--- config.mk ---
export PLATFORM = sky130hd
export DESIGN_NAME = hazard_ctrl
export DESIGN_NICKNAME = d
export VERILOG_FILES = /design/src/rtl/hazard_ctrl.sv
export SDC_FILE = /design/constraint.sdc
export NUM_CORES = 1
export LEC_CHECK = 0
export ABC_AREA = 1
export CORE_UTILIZATION = 35
export DETAILED_ROUTE_END_ITERATION = 8
export GPL_TIMING_DRIVEN = 1
export PLACE_DENSITY = 0.69
export SYNTH_ARGS = -nofsm -noshare
export SYNTH_HDL_FRONTEND = slang
export SYNTH_SLANG_ARGS = --single-unit
--- constraint.sdc ---
create_clock -name clk -period 4.7 [get_ports clk]
set_input_delay 0.94 -clock clk [delete_from_list [all_inputs] [get_ports clk]]
set_output_delay 0.94 -clock clk [all_outputs]
set_load 0.05 [all_outputs]
--- src/rtl/hazard_ctrl.sv ---
// Hazard controller for the five-stage RV32I pipe: forwarding, load-use stalls, redirect flushes, memory-wait freeze.
// Optional event counters are built when HAZARD_PERF_EN is defined.
module hazard_ctrl #(
   parameter int MEM_TIMEOUT = 255,
   parameter int CNT_W       = 32
) (
   input  logic             clk,
   input  logic             rst,
   input  logic [4:0]       Rs1D,
   input  logic [4:0]       Rs2D,
   input  logic [4:0]       Rs1E,
   input  logic [4:0]       Rs2E,
   input  logic [4:0]       RdE,
   input  logic             RegWriteE,
   input  logic [1:0]       ResultSrcE,
   input  logic             PCSrcE,
   input  logic [4:0]       RdM,
   input  logic             RegWriteM,
   input  logic             MemReqM,
   input  logic             MemReadyM,
   input  logic [4:0]       RdW,
   input  logic             RegWriteW,
   output logic             StallF,
   output logic             StallD,
   output logic             StallE,
   output logic             StallM,
   output logic             FlushD,
   output logic             FlushE,
   output logic             FlushW,
   output logic [1:0]       ForwardAE,
   output logic [1:0]       ForwardBE,
   output logic             mem_err
`ifdef HAZARD_PERF_EN
   ,
   output logic [CNT_W-1:0] perf_stall,
   output logic [CNT_W-1:0] perf_flush,
   output logic [CNT_W-1:0] perf_memwait
`endif
);

   typedef enum logic {RUN, MEM_WAIT} state_t;

   state_t      state_q, state_d;
   logic [15:0] wait_cnt_q, wait_cnt_d;
   logic        mem_err_q, mem_err_d;
   logic        mask_q, mask_d;
   logic        lw_stall, mem_stall, timeout, freeze, redirect, lw_win;

   function automatic logic [1:0] fwd_sel(input logic [4:0] rs);
      if (RegWriteM && (RdM != 5'd0) && (RdM == rs))
         return 2'b10;
      else if (RegWriteW && (RdW != 5'd0) && (RdW == rs))
         return 2'b01;
      return 2'b00;
   endfunction

   assign lw_stall  = (ResultSrcE == 2'b01) && RegWriteE && (RdE != 5'd0) &&
                      ((RdE == Rs1D) || (RdE == Rs2D));
   // The mask keeps a just-timed-out request from re-entering the wait for one cycle.
   assign mem_stall = MemReqM && !MemReadyM && !mask_q;
   assign timeout   = (state_q == MEM_WAIT) && mem_stall &&
                      (wait_cnt_q == 16'(MEM_TIMEOUT));
   assign freeze    = mem_stall && !timeout;
   assign redirect  = !freeze && PCSrcE;
   assign lw_win    = !freeze && !PCSrcE && lw_stall;
   assign mem_err   = mem_err_q;

   always_comb begin
      state_d    = state_q;
      wait_cnt_d = wait_cnt_q;
      mem_err_d  = mem_err_q;
      mask_d     = 1'b0;
      StallF     = 1'b0;
      StallD     = 1'b0;
      StallE     = 1'b0;
      StallM     = 1'b0;
      FlushD     = 1'b0;
      FlushE     = 1'b0;
      FlushW     = freeze || timeout;
      ForwardAE  = fwd_sel(Rs1E);
      ForwardBE  = fwd_sel(Rs2E);

      if (freeze) begin
         StallF = 1'b1;
         StallD = 1'b1;
         StallE = 1'b1;
         StallM = 1'b1;
      end else if (redirect) begin
         FlushD = 1'b1;
         FlushE = 1'b1;
      end else if (lw_win) begin
         StallF = 1'b1;
         StallD = 1'b1;
         FlushE = 1'b1;
      end

      case (state_q)
         RUN: begin
            if (mem_stall) begin
               state_d    = MEM_WAIT;
               wait_cnt_d = 16'd1;
            end
         end
         default: begin
            if (timeout) begin
               state_d    = RUN;
               wait_cnt_d = 16'd0;
               mem_err_d  = 1'b1;
               mask_d     = 1'b1;
            end else if (!mem_stall) begin
               state_d    = RUN;
               wait_cnt_d = 16'd0;
            end else begin
               wait_cnt_d = wait_cnt_q + 16'd1;
            end
         end
      endcase

      if (!rst) begin
         StallF    = 1'b0;
         StallD    = 1'b0;
         StallE    = 1'b0;
         StallM    = 1'b0;
         FlushD    = 1'b0;
         FlushE    = 1'b0;
         FlushW    = 1'b0;
         ForwardAE = 2'b00;
         ForwardBE = 2'b00;
      end
   end

   always_ff @(posedge clk or negedge rst) begin
      if (!rst) begin
         state_q    <= RUN;
         wait_cnt_q <= 16'd0;
         mem_err_q  <= 1'b0;
         mask_q     <= 1'b0;
      end else begin
         state_q    <= state_d;
         wait_cnt_q <= wait_cnt_d;
         mem_err_q  <= mem_err_d;
         mask_q     <= mask_d;
      end
   end

`ifdef HAZARD_PERF_EN
   logic [CNT_W-1:0] perf_stall_q, perf_flush_q, perf_memwait_q;

   // Counters stick at all-ones instead of wrapping.
   function automatic logic [CNT_W-1:0] sat_inc(input logic [CNT_W-1:0] v, input logic en);
      if (en && (v != {CNT_W{1'b1}}))
         return v + {{(CNT_W-1){1'b0}}, 1'b1};
      return v;
   endfunction

   always_ff @(posedge clk or negedge rst) begin
      if (!rst) begin
         perf_stall_q   <= '0;
         perf_flush_q   <= '0;
         perf_memwait_q <= '0;
      end else begin
         perf_stall_q   <= sat_inc(perf_stall_q, lw_win);
         perf_flush_q   <= sat_inc(perf_flush_q, redirect);
         perf_memwait_q <= sat_inc(perf_memwait_q, freeze);
      end
   end

   assign perf_stall   = perf_stall_q;
   assign perf_flush   = perf_flush_q;
   assign perf_memwait = perf_memwait_q;
`endif

endmodule

---- Yosys cells after proc, flatten, opt, wreduce, memory -nomap -nowiden ----
Cells that the tools add are included.
Widths: inputs -> output; s select.
cells by class
  reductions and logical operators ........ 29
  equality and inequality tests ........... 8
  add/subtract/negate cells ............... 1
  muxes and demuxes ....................... 34
operators by type and width
  kind                   number
  $mux 16                4
  $eq 5x5->1             6
  $mux 1                 22
  $logic_and 1x1->1      17
  $add 16x1->16 const B  1
  $eq 16x8->1 const B    1
  $mux 2                 8
  $reduce_bool 5->1      3
  $logic_not 1->1        5
  $eq 2x1->1 const B     1
  $logic_or 1x1->1       2
  $reduce_and 2->1       1
  $reduce_bool 2->1      1
storage, ports and cells
  input bits .............................. 45
  output and inout bits ................... 12
  word-level logic and storage cells ...... 76
  flip-flop bits (word level) ............. 19

---- Logic depth before layout (Yosys ltp) ----
Gate-level depths: netlist of run 1.
  word-level depth ........................ 14
  gate-level depth with buffers ........... 10
  mapped depth without buffers ............ 9

---- Worst setup path after synthesis of run 1 ----
Ideal clock, no wire load.
  kind .................................... input port to output port
  start point ............................. input port RdE[3]
  end point ............................... output port StallF
  arrival time ............................ 2.433 ns
  path buffers ............................ 1
  path slack .............................. 1.327 ns
  data required time ...................... 3.760 ns
  stages .................................. 9
  path through ............................ inv_1 -> nand2_1 -> nand2_1 -> nor2_1 -> nand3_1 -> nand2_1 -> nand2_1 -> o21ai_1 -> buf_4
on the way
  longest elaborated chain between the ends .. 8
  elaborated cells on any way between the ends .. 11
  classes of those cells .................. 2 x eq/ne; 4 x mux; 5 x reduce/logical
ends and longest elaborated chain
  what                                                   RTL line  source
  from (decl)                                            13        input logic [4:0] RdE,
  $eq 5x5->1 or $reduce_bool 5->1 (tied branches)        58, 57
  $logic_or 1x1->1 or $logic_and 1x1->1 (tied branches)  58, 57
  $logic_and 1x1->1 (*)                                  57        assign lw_stall = (ResultSrcE == 2'b01) && RegWriteE && (RdE != 5'd0) &&
  $logic_and 1x1->1 (*)                                  65        assign lw_win = !freeze && !PCSrcE && lw_stall;
  $mux 1 (*) (4 in series)                               --
  to (decl)                                              23        output logic StallF,
Mark *: on every way between the ends. The rest lies on a longest branch, timed or not.

---- Worst setup path after layout of run 1 ----
  start point ............................. input port MemReqM
  end point ............................... output port FlushD
on the way
  longest elaborated chain between the ends .. 11
ends and longest elaborated chain
  what                                 RTL line  source
  from (decl)                          19        input logic MemReqM,
  $logic_and 1x1->1 (*) (2 in series)  60        assign mem_stall = MemReqM && !MemReadyM && !mask_q;
  $logic_and 1x1->1 (2 in series)      61        assign timeout = (state_q == MEM_WAIT) && mem_stall &&
  $logic_not 1->1                      63        assign freeze = mem_stall && !timeout;
  $logic_and 1x1->1 (*)                63
  $logic_not 1->1                      64        assign redirect = !freeze && PCSrcE;
  $logic_and 1x1->1                    64
  $mux 1                               88        end else if (redirect) begin
  $mux 1 (*)                           83        if (freeze) begin
  $mux 1 (*)                           119       if (!rst) begin
  to (decl)                            27        output logic FlushD,
Marked as above.

==> impl_metrics.py, run 1 <==
metrics = {
    "layout": {
        "final_nets": 370,
        "regArea_um2": 475,
        "n_antenna_cell": 0,
        "multi_input_area_mm2": 0.00103,
        "layout_commonest_cell": "nand2_1",
        "drive_above_1_share_pct": 8.67,
        "syn2layout_area_growth_pct": 40.5,
        "stdcell_area_mm2": 0.00240,
        "num-fill-cells": 459,
        "postLayoutCoreUtil_pct": 50.9,
        "final_cells": 390,
        "layout_common_cells": "nand2_1, clkdlybuf4s50_1, inv_1",
    },
    "cts": {
        "cts_tree": "yes",
        "clock_latency_ns": 0.27,
        "numCtsBuffers": 3,
        "postCtsSetupRepairBufs": 0,
        "ctsResizeCount": 0,
        "path_clk_slew_ns": 0.08,
        "clockRootBuffer": "clkbuf_8",
        "h-tree-depth": 1,
        "clock_path_buffers": 2,
        "cts.hold.buffers_added": 0,
        "cts.sinks": 19,
    },
    "floorplan": {
        "fp.dieH_um": 71.9,
        "num_io_pins": 57,
        "start_util_pct": 36.2,
        "rows": 25,
        "die_area_mm2": 0.00517,
        "core-area_mm2": 0.00472,
        "die_w_um": 71.9,
    },
    "sta": {
        "setup_ws_ns": 0.824,
        "fin_skew_ns": 0.00662,
        "setup_violations": 0,
        "period_share_pct": 82.5,
        "whs_ns": 0.479,
        "timing.slew.headroom_pct": 65.7,
        "post-route-min-period_ns": 3.88,
        "rsz0062_at_grt": "no",
        "setup_tns_ns": 0,
        "maxSlewViolCount": 0,
        "hold_viol": 0,
        "max_freq_ghz": 0.258,
        "worst_pin_slew_ns": 0.513,
    },
    "yosys": {
        "ys_seq_area_share_pct": 27.8,
        "synth_fp_nets": 309,
        "syn_area_mm2": 0.00171,
        "synth_seq_cells": 19,
        "ys_warn_count": 0,
        "synth_cell_types": 24,
        "synth_top_area_share_pct": 27.8,
        "synth_top_cell_by_area": "dfrtp_1",
        "synthTopCellsByArea": "dfrtp_1, nand2_1, inv_1",
        "syn_avg_cell_area_um2": 6.50,
        "syn-instance-count": 263,
    },
    "critical_path": {
        "cpMostUsedCell": "nand2_2",
        "end_kind": "output pin",
        "slowest_stage": "clkdlybuf4s50_1",
        "slowest_delay_ns": 0.81,
        "worst-path-buf-inv": 3,
        "crit_family": "buffers and inverters",
        "critPathLaunchType": "input port",
        "critPathKind": "in2out",
        "worstPathRequired_ns": 3.76,
        "critPathArrivalTime_ns": 2.94,
        "critPathMaxFanout": 4,
        "crit_chain": "clkdlybuf4s50_1 > inv_1 > nor2_1 > nand2_2 > nor2_4 > nand3_2 > nand2_2 > nand2_2 > nor2_1 > clkdlybuf4s50_1",
    },
    "detailed_routing": {
        "first_pass_iters": 4,
        "vias": 1808,
        "ant_nets": 0,
        "wirelength_um": 4350,
        "drtIter0Drc": 67,
        "drc": 0,
        "wl_per_cell_um": 11.1,
        "viasPerCell": 4.64,
    },
    "placement": {
        "portBuffers": 56,
        "hpwl_um": 3540,
        "gp_congestion": 0.886,
        "post-place-cells": 386,
        "place_area_mm2": 0.00236,
        "preCtsSetupSlack_ns": 0.820,
    },
    "outcome": {
        "status": "completed",
    },
    "global_route": {
        "grt_max_degree": 14,
        "grt_use_total_pct": 18.1,
        "antenna_found_initial": 0,
        "grt_pass1_wl_um": 7490,
        "grt_pass1_vias": 1776,
        "gr-total-overflow": 0,
    },
    "pwr": {
        "finalPower_mw": 0.408,
        "peakVddDrop_uv": 87.0,
        "cellPowerDensity_mw_per_mm2": 170,
        "p_leak_nw": 1.19,
    },
    "flow_run": {
        "maxCapViolCount": 0,
    },
    "worst_hold_path": {
        "min_path_type": "reg2reg",
    },
}
-- flip-flops by register name (all words and copies together), names as in the netlist --
register	flops
state_q	1
mem_err	1
mask_q	1
wait_cnt_q	16
-- report_power, final --
group | leakage (nW) | switching [mW] | internal, mW
Sequential | 0.256 | 0.00301 | 0.166
Combinational | 0.905 | 0.0586 | 0.0590
Clock | 0.0255 | 0.0615 | 0.0592
-- layout make-up --
class / count / share of cell area [%]
Timing Repair Buffer: 58 / 24.0
Inverter: 50 / 7.81
Clock inverter: 1 / 0.208
Clock buffer: 3 / 1.72
Sequential cell: 19 / 19.8
Tap cell: 67 / 3.49
Multi-Input combinational cell: 192 / 42.9
-- final timing paths --
check | startpoint | end | slack (ns) | depth (start not counted)
worst max-delay path | MemReqM | FlushD | 0.82 | 10
worst min-delay path | mem_err | mem_err | 0.48 | 2
worst max register to register | wait_cnt_q[0] | wait_cnt_q[14] | 3.08 | 8
worst min register to register | mem_err | mem_err | 0.48 | 2
max in group asynchronous | rst | wait_cnt_q[5] | 3.52 | 2
min in group asynchronous | rst | mem_err | 0.99 | 2
-- worst register-to-register path, delay by kind of cell (launching register included) --
| kind | cells | cell delay (ns) |
|---|---|---|
| flip-flops | 1 | 0.41 |
| AO/OA/AOI/OAI | 1 | 0.08 |
| adder cells (fa/ha/maj) | 1 | 0.25 |
| AND/OR/NAND/NOR | 6 | 0.77 |
-- kinds of logic after synthesis --
family	Yosys count	share of synthesized area [%]
AND/OR/NAND/NOR	143	39.4
buffers and inverters	52	11.9
AO/OA/AOI/OAI	24	7.90
XOR/XNOR	24	12.3
flip-flops	19	27.8
adder cells (fa/ha/maj)	1	0.731
-- synth_stat cells --
cell type and instances:
nor2b_1 1, buf_4 2, inv_1 48, ha_1 1, nand3_1 20, a21oi_2 2
nand2_2 5, dfrtp_1 19, nor3_4 2, nand2_1 70, inv_2 2, a21oi_1 2
xor2_1 16, o21a_1 1, nor3_1 7, xnor2_1 8, nand3_2 3, nand4_1 5
o22ai_1 4, o21ai_1 5, nor4_1 1, nor2_1 25, o21ai_0 10, nor2_4 4
-- metal layers --
metal	vias up	global-route usage (%)	routed length [um]
met5	-	0	0
met4	0	5.88	48
met3	5	3.33	253
met2	52	32.6	2090
met1	811	21.6	1960
li1	940	-	-
(Power assumes the default switching activity.)
==> run 2: changes to the inputs <==
clock period = 3.9 ns   (was 4.7 ns; I/O delays follow)
==> run 2 against run 1 <==
Die area unchanged. Critical path depth unchanged. Largest power group unchanged. Worst hold slack got worse by 0.0041 ns. First-iteration DRC count increased by 39%. Utilization increased by 2.1 points. Critical path type unchanged. Routed wire length decreased by 1.5%. Count of clock-buffer cells in the layout unchanged. Design area increased by 4.2%.
==> impl_metrics.py, run 2 (synthesis gave the netlist of run 1 again) <==
metrics = {
    "outcome": {
        "status": "completed",
    },
    "critical_path": {
        "crit_start": "RdE[3]",
        "end_kind": "output pin",
        "reg2reg_slack_ns": 2.35,
        "slowest_stage": "clkdlybuf4s50_1",
        "worst_r2r_endpoint": "wait_cnt_q[14]",
        "endpoint": "StallD",
        "reg2reg_depth": 8,
        "worst-path-buf-inv": 3,
        "critPathKind": "in2out",
        "cpMostUsedCell": "nand2_1",
        "crit_family": "buffers and inverters",
        "slowest_delay_ns": 0.50,
        "crit_chain": "clkdlybuf4s50_1 > inv_1 > nand2_1 > nand2_1 > nor2_1 > nand3_1 > nand2_1 > nand2_1 > o21ai_1 > buf_12",
        "worstPathRequired_ns": 3.12,
        "critPathArrivalTime_ns": 2.35,
        "critPathMaxFanout": 3,
        "critPathLaunchType": "input port",
        "r2r-start": "wait_cnt_q[1]",
        "cp.depth": 10,
    },
    "cts": {
        "cts.sinks": 19,
        "cts_tree": "yes",
        "h-tree-depth": 1,
        "cts.hold.buffers_added": 0,
        "postCtsSetupRepairBufs": 0,
        "clockRootBuffer": "clkbuf_8",
        "ctsResizeCount": 0,
        "path_clk_slew_ns": 0.08,
        "clock_latency_ns": 0.27,
        "numCtsBuffers": 3,
        "clock_path_buffers": 2,
    },
    "sta": {
        "hold_viol": 0,
        "setup_violations": 0,
        "worst_pin_slew_ns": 0.514,
        "whs_ns": 0.475,
        "rsz0062_at_grt": "no",
        "setup_tns_ns": 0,
        "post-route-min-period_ns": 3.13,
        "fin_skew_ns": 0.00330,
        "max_freq_ghz": 0.320,
        "timing.slew.headroom_pct": 65.6,
        "period_share_pct": 80.2,
        "maxSlewViolCount": 0,
    },
    "floorplan": {
        "num_io_pins": 57,
        "start_util_pct": 36.2,
        "rows": 25,
        "fp.dieH_um": 71.9,
        "die_w_um": 71.9,
        "core-area_mm2": 0.00472,
        "die_area_mm2": 0.00517,
    },
    "layout": {
        "n_antenna_cell": 0,
        "final_nets": 369,
        "stdcell_area_mm2": 0.00250,
        "largest_reg_flops": 16,
        "syn2layout_area_growth_pct": 46.4,
        "layout_commonest_cell": "nand2_1",
        "postLayoutCoreUtil_pct": 53.0,
        "layout_common_cells": "nand2_1, inv_1, clkdlybuf4s50_1",
        "top_register": "wait_cnt_q",
        "drive_above_1_share_pct": 10.6,
        "num-fill-cells": 466,
    },
    "flow_run": {
        "maxCapViolCount": 0,
    },
    "global_route": {
        "grt_pass1_wl_um": 7390,
        "grt_pass1_vias": 1680,
        "gr-total-overflow": 0,
        "grt_max_degree": 22,
        "grt_use_total_pct": 17.9,
        "antenna_found_initial": 0,
    },
    "detailed_routing": {
        "wl_per_cell_um": 11.0,
        "drtIter0Drc": 93,
        "vias": 1803,
        "drc": 0,
        "ant_nets": 0,
        "first_pass_iters": 4,
        "viasPerCell": 4.63,
        "wirelength_um": 4280,
    },
    "pwr": {
        "p_leak_nw": 1.23,
        "peakVddDrop_uv": 105,
        "cellPowerDensity_mw_per_mm2": 201,
    },
    "placement": {
        "portBuffers": 56,
        "gp_congestion": 0.829,
        "hpwl_um": 3560,
        "place_area_mm2": 0.00246,
    },
    "worst_hold_path": {
        "min_path_type": "reg2reg",
    },
}
==> run 2: final cells by class <==
cell class | count | area [um2] | share of cell area (%)
Multi-Input combinational cell | 192 | 1030 | 41.2
Sequential cell | 19 | 475 | 19.0
Timing Repair Buffer | 57 | 678 | 27.1
Clock inverter | 1 | 5.00 | 0.200
Clock buffer | 3 | 41.3 | 1.65
Tap cell | 67 | 83.8 | 3.35
Inverter | 50 | 188 | 7.50
==> run 2: stage by stage <==
| step | power (mW) | setup WS [ns] | cells |
|---|---|---|---|
| 3_5_place_dp | 0.359 | 0.765 | 385 |
| 3_3_place_gp | 0.357 | 0.775 | 385 |
| 6_report | 0.503 | 0.770 | 389 |
| 5_1_grt | 0.528 | 0.617 | 389 |
| 2_1_floorplan | 0.273 | 0.847 | 263 |
| 4_1_cts | 0.505 | 0.748 | 389 |
==> run 2: how the worst min path moves through the flow <==
stage                   startpoint        endpoint  slack, ns  cells after the start
floorplan           wait_cnt_q[15]  wait_cnt_q[15]       0.47                      2
global placement           mem_err         mem_err       0.45                      2
detailed placement         mem_err         mem_err       0.45                      2
CTS                        mem_err         mem_err       0.48                      2
global route               mem_err         mem_err       0.49                      2
finish                     mem_err         mem_err       0.47                      2
==> run 2: power breakdown <==
part	internal [mW]	leakage, nW	switching (mW)
Sequential	0.200	0.256	0.00317
Combinational	0.0781	0.944	0.0733
Clock	0.0714	0.0255	0.0764
==> run 2: worst min-delay path: stages (launching register included) <==
cell and delay [ns]:
dfrtp_1 0.35, inv_1 0.04, nand2_1 0.05
==> run 2: per-layer routing <==
layer / track usage, % / routed length (um) / vias to the layer above
li1: - / - / 935
met1: 23.9 / 1960 / 792
met2: 28.4 / 1950 / 71
met3: 4.44 / 320 / 5
met4: 5.88 / 52 / 0
met5: 0 / 0 / -
==> run 3: changes to the inputs <==
clock period = 3.2 ns   (was 3.9 ns; I/O delays follow)
==> run 3 against run 2 <==
Combinational power up 22%. Via count down 1.4%. Largest power group unchanged. Non-clock buffer count up 1. Sequential power up 22%. Utilization up 0.21 points. Register-to-register slack worse by 0.76 ns. Die area unchanged. Critical path depth unchanged. Sequential share of layout area down 0.076 points. Clock skew up 0.0032 ns. Routed wire length down 0.51%. Cell count up 0.26%.
==> impl_metrics.py, run 3 (synthesis gave the netlist of run 1 again) <==
metrics = {
    "outcome": {
        "status": "completed",
    },
    "cts": {
        "ctsResizeCount": 0,
        "cts_tree": "yes",
        "cts.sinks": 19,
        "h-tree-depth": 1,
        "clock_path_buffers": 2,
        "postCtsSetupRepairBufs": 0,
        "clockRootBuffer": "clkbuf_8",
        "path_clk_slew_ns": 0.08,
        "cts.hold.buffers_added": 0,
        "clock_latency_ns": 0.26,
        "numCtsBuffers": 3,
    },
    "detailed_routing": {
        "ant_nets": 0,
        "topRoutingLayerUsed": "met4",
        "vias": 1777,
        "wl_met1_um": 1960,
        "drc": 0,
        "wl_met3_um": 381,
        "wl_met2_um": 1890,
        "drtIter0Drc": 118,
        "viasPerCell": 4.56,
        "wl_per_cell_um": 10.9,
        "first_pass_iters": 4,
        "wirelength_um": 4260,
    },
    "floorplan": {
        "rows": 25,
        "num_io_pins": 57,
        "core-area_mm2": 0.00472,
        "die_area_mm2": 0.00517,
        "fp.dieH_um": 71.9,
        "start_util_pct": 36.2,
        "die_w_um": 71.9,
    },
    "placement": {
        "post-place-cells": 386,
        "gp_congestion": 0.863,
        "portBuffers": 56,
        "hpwl_um": 3530,
    },
    "critical_path": {
        "slowest_stage": "clkdlybuf4s50_1",
        "critPathKind": "in2out",
        "slowest_delay_ns": 0.51,
        "critPathArrivalTime_ns": 2.24,
        "worst-path-buf-inv": 3,
        "crit_chain": "clkdlybuf4s50_1 > inv_1 > nand2_1 > nand2_1 > nor2_1 > nand3_1 > nand2_1 > nand2_1 > o21ai_1 > buf_12",
        "critPathLaunchType": "input port",
        "crit_family": "buffers and inverters",
        "critPathMaxFanout": 3,
        "cpMostUsedCell": "nand2_1",
        "worstPathRequired_ns": 2.56,
        "end_kind": "output pin",
    },
    "pwr": {
        "cellPowerDensity_mw_per_mm2": 241,
        "p_leak_nw": 1.23,
        "peakVddDrop_uv": 159,
        "finalPower_mw": 0.605,
    },
    "sta": {
        "maxSlewViolCount": 0,
        "fin_skew_ns": 0.00646,
        "period_share_pct": 90.0,
        "setup_violations": 0,
        "rsz0062_at_grt": "no",
        "setup_tns_ns": 0,
        "max_freq_ghz": 0.347,
        "worst_pin_slew_ns": 0.513,
        "hold_viol": 0,
        "timing.slew.headroom_pct": 65.7,
        "post-route-min-period_ns": 2.88,
    },
    "layout": {
        "final_cells": 390,
        "largest_reg_flops": 16,
        "n_antenna_cell": 0,
        "drive_above_1_share_pct": 10.8,
        "top_register": "wait_cnt_q",
        "layout_commonest_cell": "nand2_1",
        "syn2layout_area_growth_pct": 47.0,
        "layout_common_cells": "nand2_1, inv_1, clkdlybuf4s50_1",
        "final_nets": 370,
    },
    "global_route": {
        "grt_use_total_pct": 18.2,
        "antenna_found_initial": 0,
        "gr-total-overflow": 0,
        "grt_pass1_vias": 1722,
        "grt_max_degree": 14,
        "grt_pass1_wl_um": 7490,
    },
    "flow_run": {
        "maxCapViolCount": 0,
    },
    "worst_hold_path": {
        "min_path_type": "reg2reg",
    },
}
[run 3: worst paths after layout]
path | endpoint | start | slack (ns) | cells past startpoint
setup / recovery | StallD | RdE[4] | 0.32 | 10
hold / removal | mem_err | mem_err | 0.47 | 2
setup reg to reg | wait_cnt_q[14] | wait_cnt_q[0] | 1.59 | 6
hold reg to reg | mem_err | mem_err | 0.47 | 2
max in group asynchronous | wait_cnt_q[11] | rst | 2.25 | 2
min in group asynchronous | state_q | rst | 0.75 | 2
[run 3: power breakdown]
| group | total, mW | internal [mW] | switching, mW | leakage (nW) |
|---|---|---|---|---|
| registers | 0.248 | 0.244 | 0.00392 | 0.256 |
| logic | 0.184 | 0.0958 | 0.0886 | 0.949 |
| clock network | 0.173 | 0.0879 | 0.0847 | 0.0217 |
| total | 0.605 | 0.428 | 0.177 | 1.23 |
[run 3: final cells by class]
cell class	instances	area [um2]
Fill cell	446	2210
Multi-Input combinational cell	192	1030
Timing Repair Buffer	58	686
Sequential cell	19	475
Inverter	50	188
Tap cell	67	83.8
Clock buffer	3	41.3
Clock inverter	1	7.51
[run 3: tightest hold or removal path: stages (launching register included)]
cell and delay [ns]:
dfrtp_1 0.35, inv_1 0.04, nand2_1 0.05
[run 3: routing by layer]
| metal | up-vias | global-route usage, % |
|---|---|---|
| met2 | 65 | 29.2 |
| met5 | - | 0 |
| met1 | 771 | 24.1 |
| met4 | 0 | 3.05 |
| met3 | 2 | 6.53 |
| li1 | 939 | - |
[run 3: metrics by stage]
step	worst slack, ns	utilization, %	hold WS (ns)	cell area [um2]
6_report	0.319	53.2	0.472	2510
2_1_floorplan	0.427	-	0.344	1710
4_1_cts	0.288	53.2	0.480	2510
3_5_place_dp	0.306	52.2	0.450	2460
5_1_grt	0.159	53.2	0.521	2510
3_3_place_gp	0.322	52.2	0.453	2460
